**src/rtl/lsu_pkg.sv**
```systemverilog
// Shared types and constants for the load/store unit.
// Byte-access build option: LSU_BYTE_ACCESS_EN.
package lsu_pkg;

    typedef enum logic [1:0] {
        IDLE  = 2'd0,
        READ  = 2'd1,
        WRITE = 2'd2,
        RESP  = 2'd3
    } lsu_state_e;

    localparam int LSU_MEM_WORDS_DEFAULT = 1024;
    localparam int LSU_LANE_W            = 2;

endpackage

```
**src/rtl/lsu_byte_lane.sv**
```systemverilog
// Byte lane extract/merge helpers for a little-endian 32-bit word.
// Lane 0 is bits [7:0]. Instantiated only when LSU_BYTE_ACCESS_EN is defined.
module lsu_byte_lane
    import lsu_pkg::*;
(
    input  logic [31:0]           word_i,
    input  logic [LSU_LANE_W-1:0] lane_i,
    input  logic [7:0]            byte_i,
    output logic [31:0]           ext_o,
    output logic [31:0]           merged_o
);

    // Pick the addressed lane (zero-extended) and build the word with that lane replaced
    always_comb begin
        ext_o    = 32'h0;
        merged_o = word_i;
        case (lane_i)
            2'd0: begin
                ext_o[7:0]      = word_i[7:0];
                merged_o[7:0]   = byte_i;
            end
            2'd1: begin
                ext_o[7:0]      = word_i[15:8];
                merged_o[15:8]  = byte_i;
            end
            2'd2: begin
                ext_o[7:0]      = word_i[23:16];
                merged_o[23:16] = byte_i;
            end
            default: begin
                ext_o[7:0]      = word_i[31:24];
                merged_o[31:24] = byte_i;
            end
        endcase
    end

endmodule

```
**src/rtl/load_store_unit.sv**
```systemverilog
// Memory-stage load/store unit in front of a single-port registered word memory.
// Byte loads/stores (read-modify-write) are built only when LSU_BYTE_ACCESS_EN
// is defined; otherwise req_byte is ignored and every access is a word access.
//
// state | meaning
// IDLE  | ready for a request
// READ  | memory read cycle (loads, and first half of a byte store)
// WRITE | single memory write cycle
// RESP  | response presented until resp_ready
module load_store_unit
    import lsu_pkg::*;
#(
    parameter int MEM_WORDS = LSU_MEM_WORDS_DEFAULT,
    parameter int TAG_W     = 4
) (
    input  logic             clk,
    input  logic             reset,

    input  logic             req_valid,
    output logic             req_ready,
    input  logic             req_write,
    input  logic             req_byte,
    input  logic [31:0]      req_addr,
    input  logic [31:0]      req_wdata,
    input  logic [TAG_W-1:0] req_tag,

    output logic             resp_valid,
    input  logic             resp_ready,
    output logic [31:0]      resp_rdata,
    output logic [TAG_W-1:0] resp_tag,
    output logic             resp_write,
    output logic             resp_fault,

    output logic [31:0]      mem_addr,
    output logic [31:0]      mem_data_in,
    output logic             mem_enable,
    output logic             mem_read_not_write,
    input  logic [31:0]      mem_data_out
);

    lsu_state_e       state_q, state_d;
    logic [29:0]      idx_q, idx_d;
    logic [31:0]      wdata_q, wdata_d;
    logic [TAG_W-1:0] tag_q, tag_d;
    logic             write_q, write_d;
    logic             fault_q, fault_d;

    logic             req_is_byte;
    logic             req_fault;
    logic [31:0]      wr_word;
    logic [31:0]      rd_word;

`ifdef LSU_BYTE_ACCESS_EN
    logic                  byte_q, byte_d;
    logic [LSU_LANE_W-1:0] lane_q, lane_d;
    logic [31:0]           lane_ext;
    logic [31:0]           lane_merged;

    lsu_byte_lane u_byte_lane (
        .word_i   (mem_data_out),
        .lane_i   (lane_q),
        .byte_i   (wdata_q[7:0]),
        .ext_o    (lane_ext),
        .merged_o (lane_merged)
    );

    assign req_is_byte = req_byte;
    assign wr_word     = byte_q ? lane_merged : wdata_q;
    assign rd_word     = byte_q ? lane_ext : mem_data_out;
`else
    logic unused_req_byte;

    assign unused_req_byte = req_byte;
    assign req_is_byte     = 1'b0;
    assign wr_word         = wdata_q;
    assign rd_word         = mem_data_out;
`endif

    // Byte accesses may sit on any lane; word accesses must be aligned, and
    // the word index must fall inside the memory.
    assign req_fault = (!req_is_byte && (req_addr[1:0] != 2'b00))
                     || ({2'b00, req_addr[31:2]} >= 32'(MEM_WORDS));

    // State and request-field registers
    always_ff @(posedge clk) begin
        if (reset) begin
            state_q <= IDLE;
            idx_q   <= '0;
            wdata_q <= '0;
            tag_q   <= '0;
            write_q <= 1'b0;
            fault_q <= 1'b0;
`ifdef LSU_BYTE_ACCESS_EN
            byte_q  <= 1'b0;
            lane_q  <= '0;
`endif
        end else begin
            state_q <= state_d;
            idx_q   <= idx_d;
            wdata_q <= wdata_d;
            tag_q   <= tag_d;
            write_q <= write_d;
            fault_q <= fault_d;
`ifdef LSU_BYTE_ACCESS_EN
            byte_q  <= byte_d;
            lane_q  <= lane_d;
`endif
        end
    end

    // Next-state and request capture
    always_comb begin
        state_d = state_q;
        idx_d   = idx_q;
        wdata_d = wdata_q;
        tag_d   = tag_q;
        write_d = write_q;
        fault_d = fault_q;
`ifdef LSU_BYTE_ACCESS_EN
        byte_d  = byte_q;
        lane_d  = lane_q;
`endif
        case (state_q)
            IDLE: begin
                if (req_valid) begin
                    idx_d   = req_addr[31:2];
                    wdata_d = req_wdata;
                    tag_d   = req_tag;
                    write_d = req_write;
                    fault_d = req_fault;
`ifdef LSU_BYTE_ACCESS_EN
                    byte_d  = req_byte;
                    lane_d  = req_addr[1:0];
`endif
                    if (req_fault) begin
                        state_d = RESP;
                    end else if (req_write && !req_is_byte) begin
                        state_d = WRITE;
                    end else begin
                        state_d = READ;
                    end
                end
            end
            READ: begin
`ifdef LSU_BYTE_ACCESS_EN
                state_d = write_q ? WRITE : RESP;
`else
                state_d = RESP;
`endif
            end
            WRITE: begin
                state_d = RESP;
            end
            RESP: begin
                if (resp_ready) begin
                    state_d = IDLE;
                end
            end
            default: begin
                state_d = IDLE;
            end
        endcase
    end

    // Handshake, memory and response outputs decoded from the current state
    always_comb begin
        req_ready          = 1'b0;
        resp_valid         = 1'b0;
        resp_rdata         = 32'h0;
        resp_fault         = 1'b0;
        mem_addr           = 32'h0;
        mem_data_in        = 32'h0;
        mem_enable         = 1'b0;
        mem_read_not_write = 1'b1;
        case (state_q)
            IDLE: begin
                req_ready = !reset;
            end
            READ: begin
                mem_enable = 1'b1;
                mem_addr   = {2'b00, idx_q};
            end
            WRITE: begin
                mem_addr           = {2'b00, idx_q};
                mem_data_in        = wr_word;
                // A reset landing in this cycle must not let the write through.
                mem_read_not_write = reset;
            end
            RESP: begin
                resp_valid = 1'b1;
                resp_fault = fault_q;
                if (!fault_q && !write_q) begin
                    resp_rdata = rd_word;
                end
            end
            default: begin
                req_ready = 1'b0;
            end
        endcase
    end

    assign resp_tag   = tag_q;
    assign resp_write = write_q;

endmodule

```
**config.mk**
```make
export PLATFORM = sky130hd
export DESIGN_NAME = load_store_unit
export DESIGN_NICKNAME = d
export VERILOG_FILES = /design/src/rtl/lsu_pkg.sv /design/src/rtl/lsu_byte_lane.sv /design/src/rtl/load_store_unit.sv
export SDC_FILE = /design/constraint.sdc
export NUM_CORES = 1
export LEC_CHECK = 0
export ABC_CLOCK_PERIOD_IN_PS = 2300
export BUFFER_PORTS_ARGS = -buffer_cell sky130_fd_sc_hd__buf_2
export CAP_MARGIN = 20
export CORE_MARGIN = 1.5
export CORE_UTILIZATION = 40
export DETAILED_ROUTE_END_ITERATION = 6
export GPL_ROUTABILITY_DRIVEN = 0
export PLACE_DENSITY_LB_ADDON = 0.1
export SETUP_SLACK_MARGIN = 0.5
export SLEW_MARGIN = 10
export SYNTH_ARGS = -nofsm -noshare
export SYNTH_HDL_FRONTEND = slang
export SYNTH_HIERARCHICAL = 1
export SYNTH_SLANG_ARGS = --single-unit
```
**constraint.sdc**
```tcl
create_clock -name clk -period 2.3 [get_ports clk]
set_input_delay 0.46 -clock clk [delete_from_list [all_inputs] [get_ports clk]]
set_output_delay 0.46 -clock clk [all_outputs]
set_load 0.05 [all_outputs]
```
---- After elaboration in Yosys (flattened, before gate mapping) ----
Index checks and enable logic that the tools add are counted.
cells by class
  equal/unequal tests ..................... 5
  reductions and logical operators ........ 10
  multiplexer cells ....................... 14
  order comparisons ....................... 1
operators by type and width
  cell                                                   count
  2-to-1 mux 32 bit                                      3
  >= comparator 30 x 11 -> 1 bit, second input constant  1
  2-to-1 mux 30 bit                                      1
  2-to-1 mux 2 bit                                       4
  case mux 2 bit (3 select lines)                        1
  2-to-1 mux 1 bit                                       5
  equality test 2 bit, second input constant             2
  != test 2 bit, second input constant                   2
  AND reduction 2 bit                                    2
  zero test 1 bit                                        3
  equality test 2 x 1 -> 1 bit, second input constant    1
  zero test 2 bit                                        1
  nonzero test 2 bit                                     1
  OR reduction 2 bit                                     1
  logical AND 1 bit                                      1
  logical OR 1 bit                                       1
word-level totals
  flip-flop bits (word level) ............. 70
  bits of input ports ..................... 106

---- Depth between registers and ports, before layout ----
  depth in word-level cells ............... 5
  gate-level depth with buffers ........... 8
  mapped depth without buffers ............ 6

---- Worst setup path after synthesis ----
No wires, ideal clock.
  path kind ............................... flip-flop to output port
  start ................................... register state_q[0]
  end ..................................... output port resp_rdata[10]
  data arrival time ....................... 1.925 ns
  required time ........................... 1.840 ns
  setup slack ............................. -0.085 ns
  stages on the path, launching flop included .. 5
  path buffers ............................ 1
  cell sequence ........................... dfxtp_1 > ha_1 > nor3b_1 > clkbuf_1 > and2_1
on the way
  longest elaborated chain between the ends .. 2
RTL lines
  what                    RTL line                source
  from (decl)             load_store_unit.sv:41   lsu_state_e state_q, state_d;
  from (signal assigned)  load_store_unit.sv:98   state_q <= state_d;
  equality test 2 bit     load_store_unit.sv:175  case (state_q)
  2-to-1 mux 32 bit       load_store_unit.sv:175
  to (decl)               load_store_unit.sv:29   output logic [31:0] resp_rdata,
Every way passes these cells.

---- Final worst setup path ----
  start ................................... register state_q[1]
  end ..................................... output port resp_rdata[2]
Same word-level chain as after synthesis.

==> metrics <==
Synth Register Bits 70; Placed Cells approximately 720; critical path endpoint category output pin; commonest cells after routing, fill and taps aside nand2_1, buf_2, a21oi_1, dfxtp_1, and2_1; Synth Area in XOR/XNOR 0%; YS warnings 6; syn_area_per_cell 7.47 sq um; synthesized area 3260 sq um; Die ar. 8690 sq um; cell taking the most area after synthesis dfxtp_1; Max Clock Freq 0.475 GHz; area of the multi-input gates 1860 sq um; clk buf depth 2; via count 3,611; final hold viol count 0; fraction of the mapped netlist area in adder cells 1.92%; Unique masters post-synth 25; max-slew violations 0; CORE AREA 7810 sq um; initial antenna violation count 0; worst hold path type input pin to flop; post-synthesis mux area share 0%; Remaining DRCs 0; H-Tree Depth 3; RSZ-0062 raised after global routing true; FF/Latch Area 1410 sq um; hold path cells 3; post-route minimum period about 2.1 ns; Routed Wire Length 11,600 um; Area Overhead vs Synth 70.7%; most common cell after layout, fill and taps aside nand2_1; first-pass GRT wire length 17,600 um; final cell count without fillers 745; Layout fillers 623; die span in x 93.2 um; Clock Skew 0.00966 ns; CP max FO 16; Inserted Diodes 0; leakage power 2.54 nW; CTS tree built; reg2reg start state_q[0]; compound-cell area share of the yosys netlist 11.1%; Worst setup endpoint resp_rdata[2]; post-synth top area share 43.0%; internal reg-to-reg setup slack 0.72 ns; Num Clock Sinks 70; first drt pass iteration count 4; Vias/cell 4.85; CP startpoint state_q[1]; largest net degree at the start of global routing 40; Post-Synthesis Cells 436; area fraction in and, or, nand and nor cells after synthesis about 39%; Critical Path Source Type flop; port bufs 208; R2R cell count 7; Setup violations, final 0; 1st-iter DRT viols 127; main combinational cell family by area after synthesis simple AND/OR/NAND/NOR gates; post-route setup slack 0.195 ns; CTS buffer count 9; GRT Overall Usage 26.2%; Arrival @ worst endpoint 1.65 ns; vias in the first global route 3,579; Crit path largest cell delay 0.38 ns; antenna-violating nets left 0; worst flop-to-flop path endpoint state_q[1]; Peak VDD IR 538 uV; setup TNS 0 ns; site row count 32; slowest stage cell on the critical path dfxtp_4; mean routed wirelength per cell 15.5 um; proportion of layout cells with a drive suffix above 1 49.1%; status completed; IO Pins between 200 and 250; max_cap viols 0; register area share after synthesis 43.0%; part of the cycle the worst path needs about nine tenths; WS Path Type flop to output pin; Congestion Overflow GR 0; final net count about 750; Die H 93.2 um; Final Power 5.76 mW; clk root buf clkbuf_8; worst skew pair latency 0.34 ns; most used cell, CP buf_12; Post-Place Worst Slack 0.237 ns; DPL Wire Length 7560 um; CP required approximately 1.8 ns; dominant cells by area after synthesis dfxtp_1, and2_1, nand2_1; CP Cell Sequence ha_4 > nor3b_4 > buf_6 > buf_12 > and2_4 > buf_12; Pwr per Cell Area 1040 nW/um^2; clock slew at reported path FFs ~0.08 ns; Initial Util 41.7%
state kept, by name, summed over array words and instances, names as in the netlist:
signal and count:
idx_q 30, resp_write 1, wdata_q 32, state_q 2, resp_tag 4, fault_q 1
layer usage:
layer / vias to the layer above / GRT usage (%) / part of all wire (%)
li1: 1778 / - / -
met1: 1657 / 28.1 / 37
met2: 148 / 46.1 / 51
met3: 28 / 8.86 / 8.3
met4: 0 / 12.0 / 3.9
met5: - / 0 / 0
cell type report:
class / instances / area share [%]
multi-input combinational: 331 / 33.4
clock inverter: 6 / 1.10
timing repair buffer: 224 / 35.3
inverter: 2 / 0.135
tap: 102 / 2.30
clock buffer: 10 / 2.48
sequential: 70 / 25.3
cells in the mapped netlist (all sizes together):
cell      n
nand4     1
dfxtp    70
conb      1
and2     96
buf      16
nor2b     1
a21oi    68
clkbuf   18
or2b      1
nand4b    1
nor3      2
nor4      6
nor2      3
nand2   138
a31oi     1
ha        5
a21boi    1
inv       2
nand2b    2
o31a      1
nor3b     2
critical path: cells and delay by family (launching register included):
kind | cells | cell delay, ns
buffers and inverters | 3 | 0.43
AND/OR/NAND/NOR | 2 | 0.35
adder cells (fa/ha/maj) | 1 | 0.14
flip-flops | 1 | 0.38
per-stage QoR:
| stage | area (sq um) | hold WS [ns] | util [%] |
|---|---|---|---|
| after global routing | 5560 | 0.342 | 71.2 |
| after CTS | 5420 | 0.330 | 69.4 |
| after floorplan | 3410 | 0.432 | - |
| after detailed placement | 4550 | 0.442 | 58.2 |
| after global placement | 4550 | 0.437 | 58.2 |
| final | 5560 | 0.347 | 71.2 |
kinds of logic (layout without fill, tap and decap cells):
group | count (synthesis) | count (layout)
simple gates | 253 | 253
compound gates | 71 | 71
flops | 70 | 70
buf+inv | 36 | 242
fa+ha+maj | 5 | 5
other cells | 1 | 2
report_power, final:
part | internal (mW) | leakage [nW] | switching (mW)
Combinational | 1.29 | 1.86 | 1.91
Clock | 0.526 | 0.102 | 0.465
Sequential | 1.45 | 0.574 | 0.117
repair_timing:
| action | in CTS | in global routing |
|---|---|---|
| setup endpoints to repair | 97 | 96 |
| resized for setup | 202 | 30 |
| hold buffers | 0 | 0 |
| cloned | 1 | 1 |
| pin swaps | 0 | 1 |
| setup buffers | 1 | 2 |
how the worst min path moves through the flow:
stage                  start     endpoint  slack, ns
4_1_cts        req_wdata[19]  wdata_q[19]       0.33
2_1_floorplan       idx_q[0]     idx_q[0]       0.43
5_1_grt           req_tag[1]  resp_tag[1]       0.34
3_3_place_gp      wdata_q[8]   wdata_q[8]       0.44
6_report         req_addr[3]     idx_q[1]       0.35
3_5_place_dp     wdata_q[29]  wdata_q[29]       0.44
Power figures use the tool's default switching activity.
